$ cat config.mk
export PLATFORM = sky130hd
export DESIGN_NAME = uart_mem_ctrl
export DESIGN_NICKNAME = d
export VERILOG_FILES = /design/src/rtl/uart_mem_pkg.sv /design/src/rtl/uart_mem_ctrl.sv
export SDC_FILE = /design/constraint.sdc
export NUM_CORES = 1
export LEC_CHECK = 0
export CAP_MARGIN = 10
export CORE_AREA = 4 4 58 60
export CTS_CLUSTER_SIZE = 14
export DETAILED_ROUTE_END_ITERATION = 7
export DIE_AREA = 0 0 62 64
export PLACE_DENSITY = 0.72
export SLEW_MARGIN = 0
export SYNTH_ARGS = -nofsm -noshare
export SYNTH_HDL_FRONTEND = slang
export SYNTH_SLANG_ARGS = --single-unit
$ cat constraint.sdc
create_clock -name clk -period 1.79 [get_ports clk]
set_input_delay 0.179 -clock clk [delete_from_list [all_inputs] [get_ports clk]]
set_output_delay 0.179 -clock clk [all_outputs]
set_load 0.01 [all_outputs]
$ cat src/rtl/uart_mem_pkg.sv
// Shared definitions for the UART command initiator: FSM states, command
// byte field positions and the error response byte.
package uart_mem_pkg;

    typedef enum logic [2:0] {
        ST_IDLE,
        ST_WR_DATA,
        ST_WR_MEM,
        ST_RD_MEM,
        ST_RD_CAP,
        ST_TX_WAIT
    } state_e;

    localparam int CMD_WR_BIT       = 7;
    localparam int CMD_RSVD_MSB     = 6;
    localparam int CMD_RSVD_LSB     = 4;
    localparam int CMD_ADDR_MSB     = 3;
    localparam int CMD_ADDR_LSB     = 0;

    localparam logic [7:0] ERR_BYTE = 8'hEE;

    // A command is only legal when its reserved field is all zeros.
    function automatic logic cmd_is_valid(input logic [7:0] cmd);
        return (cmd[CMD_RSVD_MSB:CMD_RSVD_LSB] == 3'b000);
    endfunction

endpackage

$ cat src/rtl/uart_mem_ctrl.sv
// Byte-stream command parser driving the 16x8 register memory and returning
// read data over UART TX. Define UART_MEM_ERR_RESP_EN to answer invalid commands with 0xEE.
module uart_mem_ctrl
    import uart_mem_pkg::*;
(
    input  logic       clk,
    input  logic       rst_n,
    input  logic [7:0] rx_data,
    input  logic       rx_valid,
    output logic [7:0] tx_data,
    output logic       tx_start,
    input  logic       tx_busy,
    output logic [3:0] addr,
    output logic [7:0] wr_mem_data,
    output logic       wr_mem,
    output logic       rd_mem,
    input  logic [7:0] rd_mem_data,
    output logic       busy,
    output logic       overrun
);

    state_e     state_q, state_d;
    logic [7:0] tx_data_q, tx_data_d;
    logic       tx_start_q, tx_start_d;
    logic [3:0] addr_q, addr_d;
    logic [7:0] wr_mem_data_q, wr_mem_data_d;
    logic       wr_mem_q, wr_mem_d;
    logic       rd_mem_q, rd_mem_d;
    logic       busy_q, busy_d;
    logic       overrun_q, overrun_d;

    always_comb begin
        state_d       = state_q;
        tx_data_d     = tx_data_q;
        tx_start_d    = 1'b0;
        addr_d        = addr_q;
        wr_mem_data_d = wr_mem_data_q;
        wr_mem_d      = 1'b0;
        rd_mem_d      = 1'b0;
        overrun_d     = overrun_q;

        case (state_q)
            ST_IDLE: begin
                if (rx_valid) begin
                    if (!cmd_is_valid(rx_data)) begin
`ifdef UART_MEM_ERR_RESP_EN
                        tx_data_d = ERR_BYTE;
                        state_d   = ST_TX_WAIT;
`else
                        state_d   = ST_IDLE;
`endif
                    end else if (rx_data[CMD_WR_BIT]) begin
                        addr_d  = rx_data[CMD_ADDR_MSB:CMD_ADDR_LSB];
                        state_d = ST_WR_DATA;
                    end else begin
                        addr_d   = rx_data[CMD_ADDR_MSB:CMD_ADDR_LSB];
                        rd_mem_d = 1'b1;
                        state_d  = ST_RD_MEM;
                    end
                end
            end
            ST_WR_DATA: begin
                if (rx_valid) begin
                    wr_mem_data_d = rx_data;
                    wr_mem_d      = 1'b1;
                    state_d       = ST_WR_MEM;
                end
            end
            ST_WR_MEM: state_d = ST_IDLE;
            ST_RD_MEM: state_d = ST_RD_CAP;
            ST_RD_CAP: begin
                // Memory output is registered, so it is valid one cycle after rd_mem.
                tx_data_d = rd_mem_data;
                state_d   = ST_TX_WAIT;
            end
            ST_TX_WAIT: begin
                if (!tx_busy) begin
                    tx_start_d = 1'b1;
                    state_d    = ST_IDLE;
                end
            end
            default: state_d = ST_IDLE;
        endcase

        // Bytes arriving while a strobe or response is in flight cannot be used.
        if (rx_valid && (state_q == ST_WR_MEM || state_q == ST_RD_MEM ||
                         state_q == ST_RD_CAP || state_q == ST_TX_WAIT)) begin
            overrun_d = 1'b1;
        end

        busy_d = (state_d != ST_IDLE);
    end

    always_ff @(posedge clk or negedge rst_n) begin
        if (!rst_n) begin
            state_q       <= ST_IDLE;
            tx_data_q     <= 8'h00;
            tx_start_q    <= 1'b0;
            addr_q        <= 4'h0;
            wr_mem_data_q <= 8'h00;
            wr_mem_q      <= 1'b0;
            rd_mem_q      <= 1'b0;
            busy_q        <= 1'b0;
            overrun_q     <= 1'b0;
        end else begin
            state_q       <= state_d;
            tx_data_q     <= tx_data_d;
            tx_start_q    <= tx_start_d;
            addr_q        <= addr_d;
            wr_mem_data_q <= wr_mem_data_d;
            wr_mem_q      <= wr_mem_d;
            rd_mem_q      <= rd_mem_d;
            busy_q        <= busy_d;
            overrun_q     <= overrun_d;
        end
    end

    assign tx_data     = tx_data_q;
    assign tx_start    = tx_start_q;
    assign addr        = addr_q;
    assign wr_mem_data = wr_mem_data_q;
    assign wr_mem      = wr_mem_q;
    assign rd_mem      = rd_mem_q;
    assign busy        = busy_q;
    assign overrun     = overrun_q;

endmodule

Word-level counts from Yosys, hierarchy flattened
Index checks and enable logic that the tools add are counted.
{ "word_totals": {"register_bits": 28, "inputBits": 20, "output_inout_bits": 25, "wordCells": 37} }
{ "classes": {"eq_ne": 5, "muxes": 14, "reduce_logical": 9} }
{ "ops": {"columns": ["op", "count"], "rows": [
  ["3-bit case mux with 5 select lines", 1],
  ["3-bit two-way mux", 3],
  ["1-bit two-way mux", 8],
  ["3-bit by 2-bit equality test with 1-bit output, second input constant", 2],
  ["3-bit equality test, second input constant", 2],
  ["3-bit zero test", 2],
  ["2-bit two-way mux", 2],
  ["3-bit by 1-bit equality test with 1-bit output, second input constant", 1],
  ["1-bit logical OR", 3],
  ["3-bit AND reduction", 1],
  ["3-bit nonzero test", 1],
  ["2-bit AND reduction", 1],
  ["1-bit logical AND", 1]
]} }

Logic depth before layout (Yosys ltp)
{ "logic_depth": {"word_depth": 5, "depth_mapped": 4, "ltp_nobuf": 3} }

Least setup slack after synthesis
Ideal clock, no wire load.
{ "synth_timing": {"path_type": "register to register", "startpoint": "register state_q[1]", "endpoint": "register wr_mem_data_q[0], in the netlist wr_mem_data[0]", "setup_ns": 0.125, "t_arrival_ns": 1.285, "required_ns": 1.665, "path_slack_ns": 0.380, "stages_incl_launch_ff": 5, "n_path_buf": 2, "period_less_slack_ns": 1.410, "cell_sequence": "dfrtp_1 -> buf_2 -> nor4bb_1 -> buf_4 -> mux2_2"} }
{ "synth_via": {"elab_chain_len": 2} }
{ "synth_lines": {"columns": ["element", "line_no", "source"], "rows": [
  ["from (decl)", "uart_mem_ctrl.sv:22", "state_e state_q, state_d;"],
  ["from (signal assigned)", "uart_mem_ctrl.sv:106", "state_q <= state_d;"],
  ["3-bit by 1-bit equality test with 1-bit output", "uart_mem_ctrl.sv:42", "case (state_q)"],
  ["2-bit AND reduction (no source line)", null, null],
  ["to (signal assigned)", "uart_mem_ctrl.sv:110", "wr_mem_data_q <= wr_mem_data_d;"],
  ["to (decl)", "uart_mem_ctrl.sv:26", "logic [7:0] wr_mem_data_q, wr_mem_data_d;"]
]} }
No other way between the ends.
A chain may end at the register's enable or synchronous reset.

Final worst setup path
{ "layout_timing": {"startpoint": "register state_q[2]", "endpoint": "register tx_data_q[7], in the netlist tx_data[7]"} }
{ "layout_via": {"elab_chain_len": 1} }
{ "layout_lines": {"columns": ["element", "line_no", "source"], "rows": [
  ["3-bit equality test", "uart_mem_ctrl.sv:42", null],
  ["to (signal assigned)", "uart_mem_ctrl.sv:107", "tx_data_q <= tx_data_d;"],
  ["to (decl)", "uart_mem_ctrl.sv:23", "logic [7:0] tx_data_q, tx_data_d;"]
]} }
No other way between the ends.

==> summary.md <==
| Metric | Value |
|---|---|
| Clock Latency Late Sink | `0.31 ns` |
| CTS tree | `built` |
| Hold Buf Count CTS | `0` |
| Clock H-tree levels | `1` |
| Total routed wirelength | `2110 um` |
| Clock skew | `0.00912 ns` |
| Final HPWL DP | `1650 um` |
| Crit Reg-Reg Startpoint | `state_q[2]` |
| Synthesized flop and latch total | `28` |
| Largest net degree at the start of global routing | `29` |
| Post-layout util | `57.7%` |
| First-pass GRT wire length | `3460 um` |
| CP peak stage delay | `0.57 ns` |
| Setup Viol. Count Final | `0` |
| Min Clock Period, post-route | `1.65 ns` |
| Crit path kind | `flop to flop` |
| Inst Count DP | `152` |
| Outcome | `completed` |
| RSZ-0062 raised after global routing | `no` |
| Reg-to-reg endpoint | `tx_data[7]` |
| Synth area leader | `dfrtp_1` |
| Max-cap violations | `0` |
| Critical path, cell by cell | `inv_1 -> nor3_4 -> mux2_2` |
| Initial Util | `39.8%` |
| Sequential fraction of the synthesis area | `60.1%` |
| CP bufs+invs | `1` |
| Top-area cell type share of the netlist area | `60.1%` |
| Initial DRC Count | `15` |
| Mapped Cells | `75` |
| Synth Cell Area | `1170 um^2` |
| CP Max Fanout | `8` |
| Critical path's top delay family | `flip-flops` |
| Placer Congestion | `0.805` |
| Relative slew slack | `73.3%` |
| Post-synthesis simple-gate area fraction | `10.7%` |
| Crit path launch | `state_q[2]` |
| Final WS setup | `0.140 ns` |
| Post-synthesis adder-cell area fraction | `0%` |
| Cell Area, Placed | `1650 um^2` |
| Post-cts sizing count | `0` |
| Io pins | `45` |
| Die Ht | `64 um` |
| Inserted Clock Buffers | `3` |
| Post-synthesis mux area share | `20.6%` |
| Slew Limit Fails | `0` |
| Worst Hold Class | `primary input to asynchronous set/reset pin` |
| FF-to-FF path depth | `3` |
| Tot GR Track Use | `11.3%` |
| Port bufs | `44` |
| Compound-gate portion of the synthesized area | `4.51%` |
| Final hold vios | `0` |
| Fill cell count | `264` |
| Crit end category | `flop` |
| Slew of the pin with the lowest slew margin | `0.399 ns` |
| Maximum buffer depth of the clock tree | `2` |
| Clock Sinks | `28` |
| Syn nets | `95` |
| Row Count | `20` |
| Metal-1 WL | `937 um` |
| Share of post-route cells with drive strength above 1 | `27.6%` |
| Root Driver | `clkbuf_4` |
| Critical Path Sink | `tx_data[7]` |
| Number of global-route vias before repair | `806` |
| Max layer used | `met3` |
| Setup TNS Final | `0 ns` |
| CP Depth | `3` |
| Syn_area_per_cell | `15.5 um^2` |
| Met2 WL | `959 um` |
| Leakage | `0.720 nW` |
| Number of diodes | `0` |
| DIE WIDTH | `62 um` |
| Die ar. | `3970 um^2` |
| Vias per cell | `4.85` |
| Met3 wire length | `211 um` |
| Setup repair bufs after CTS | `0` |
| Synth top area cells | `dfrtp_1, mux2_2, mux2_4` |
| Area occupied by multi-input gates | `433 um^2` |
| WP data required | `2.00 ns` |
| Max VDD drop | `0.866 mV` |
| Non-Filler Instances | `156` |
| Highest Clock Rate | `606 MHz` |
| Worst reg2reg setup slack | `0.14 ns` |
| Core Region | `2930 um^2` |
| Largest family of logic cells by synthesized area | `multiplexers` |
| Grt total ovfl | `0` |
| Routed via count | `757` |
| CP max-delay cell | `dfrtp_1` |
| Drt drc | `0` |
| Initial antenna violation count | `0` |
| DR pass1 iterations | `4` |
| Yosys warns | `0` |
| PwrDens | `1560 nW/um^2` |
| Area Overhead vs Synth | `44.8%` |
| WL per Instance | `13.5 um` |
| Critical path arrival | `1.86 ns` |
| Design area | `1690 um^2` |
| Yosys cell types | `24` |
| Crit path launch type | `flop` |
| CTS clk-pin slew, worst paths | `0.15 ns` |
| Sequential cell area | `701 um^2` |
| Post-Synth XOR/XNOR Area | `0.751%` |
| ANT nets after route | `0` |
| Final worst-path cycle share | `92.2%` |
| Placement Setup Slack | `0.117 ns` |
| Nets | `144` |
## final cells by class
type | instances | area share (%)
inverters | 2 | 0.444
multi-input cells | 41 | 25.6
flip-flops and latches | 28 | 41.5
well taps | 33 | 2.44
repair buffers | 48 | 27.9
clock buffers | 4 | 2.15
## state kept, by name, summed over array words and instances, names as in the netlist
register and cells:
rd_mem 1, state_q 3, busy 1, wr_mem_data 8
tx_data 8, tx_start 1, wr_mem 1, overrun 1
addr 4
## synth_stat cells (all sizes together)
cell type / instances
inv: 2
nor2b: 3
a221oi: 1
and2: 1
a21oi: 1
nand2: 2
dfrtp: 28
nor4b: 1
o21a: 2
nor3b: 1
a21o: 1
xor2: 1
mux2: 20
a211oi: 1
nor4: 1
buf: 4
nor4bb: 1
nor3: 3
a31o: 1
## through the flow
step / total power (W) / hold WS [ns]
floorplan: 0.00173 / -0.117
global placement: 0.00234 / 0.442
detailed placement: 0.00237 / 0.452
CTS: 0.00267 / 0.219
global route: 0.00281 / 0.224
finish: 0.00263 / 0.214
## how the worst min path moves through the flow
stage	endpoint	slack [ns]	start
after floorplan	addr[0]	-0.12	rst_n
after global placement	overrun	0.44	overrun
after detailed placement	overrun	0.45	overrun
after CTS	wr_mem_data[2]	0.22	rst_n
after global routing	wr_mem_data[0]	0.22	rst_n
final	rd_mem	0.21	rst_n
## layer usage
metal  track usage (%)  vias up
met5                 0        -
met4              1.59        0
met3              3.64        0
met2              18.9       32
met1              14.3      364
li1                  -      361
## cells by family after synthesis
| group | count (synthesis) |
|---|---|
| buffers and inverters | 6 |
| AOI/OAI and AO/OA | 7 |
| DFF | 28 |
| xor gates and xnor gates | 1 |
| and+or+nand+nor | 13 |
| muxes | 20 |
## report_power, final
part           internal [W]  switching [W]  total [W]
Sequential         0.000903       0.000175    0.00108
Combinational      0.000814       0.000439    0.00125
Clock              0.000124       0.000174   0.000298
Total               0.00184       0.000788    0.00263
## cells in the final DEF, fill, tap and decap left out, types with 2 or more instances in the layout
| cell type | count |
|---|---|
| mux2_4 | 4 |
| o21a_1 | 2 |
| clkdlybuf4s50_1 | 44 |
| clkbuf_4 | 3 |
| inv_1 | 2 |
| dfrtp_1 | 28 |
| nor3_1 | 2 |
| buf_4 | 4 |
| nor2b_1 | 3 |
| mux2_2 | 16 |
(Power assumes the default switching activity.)
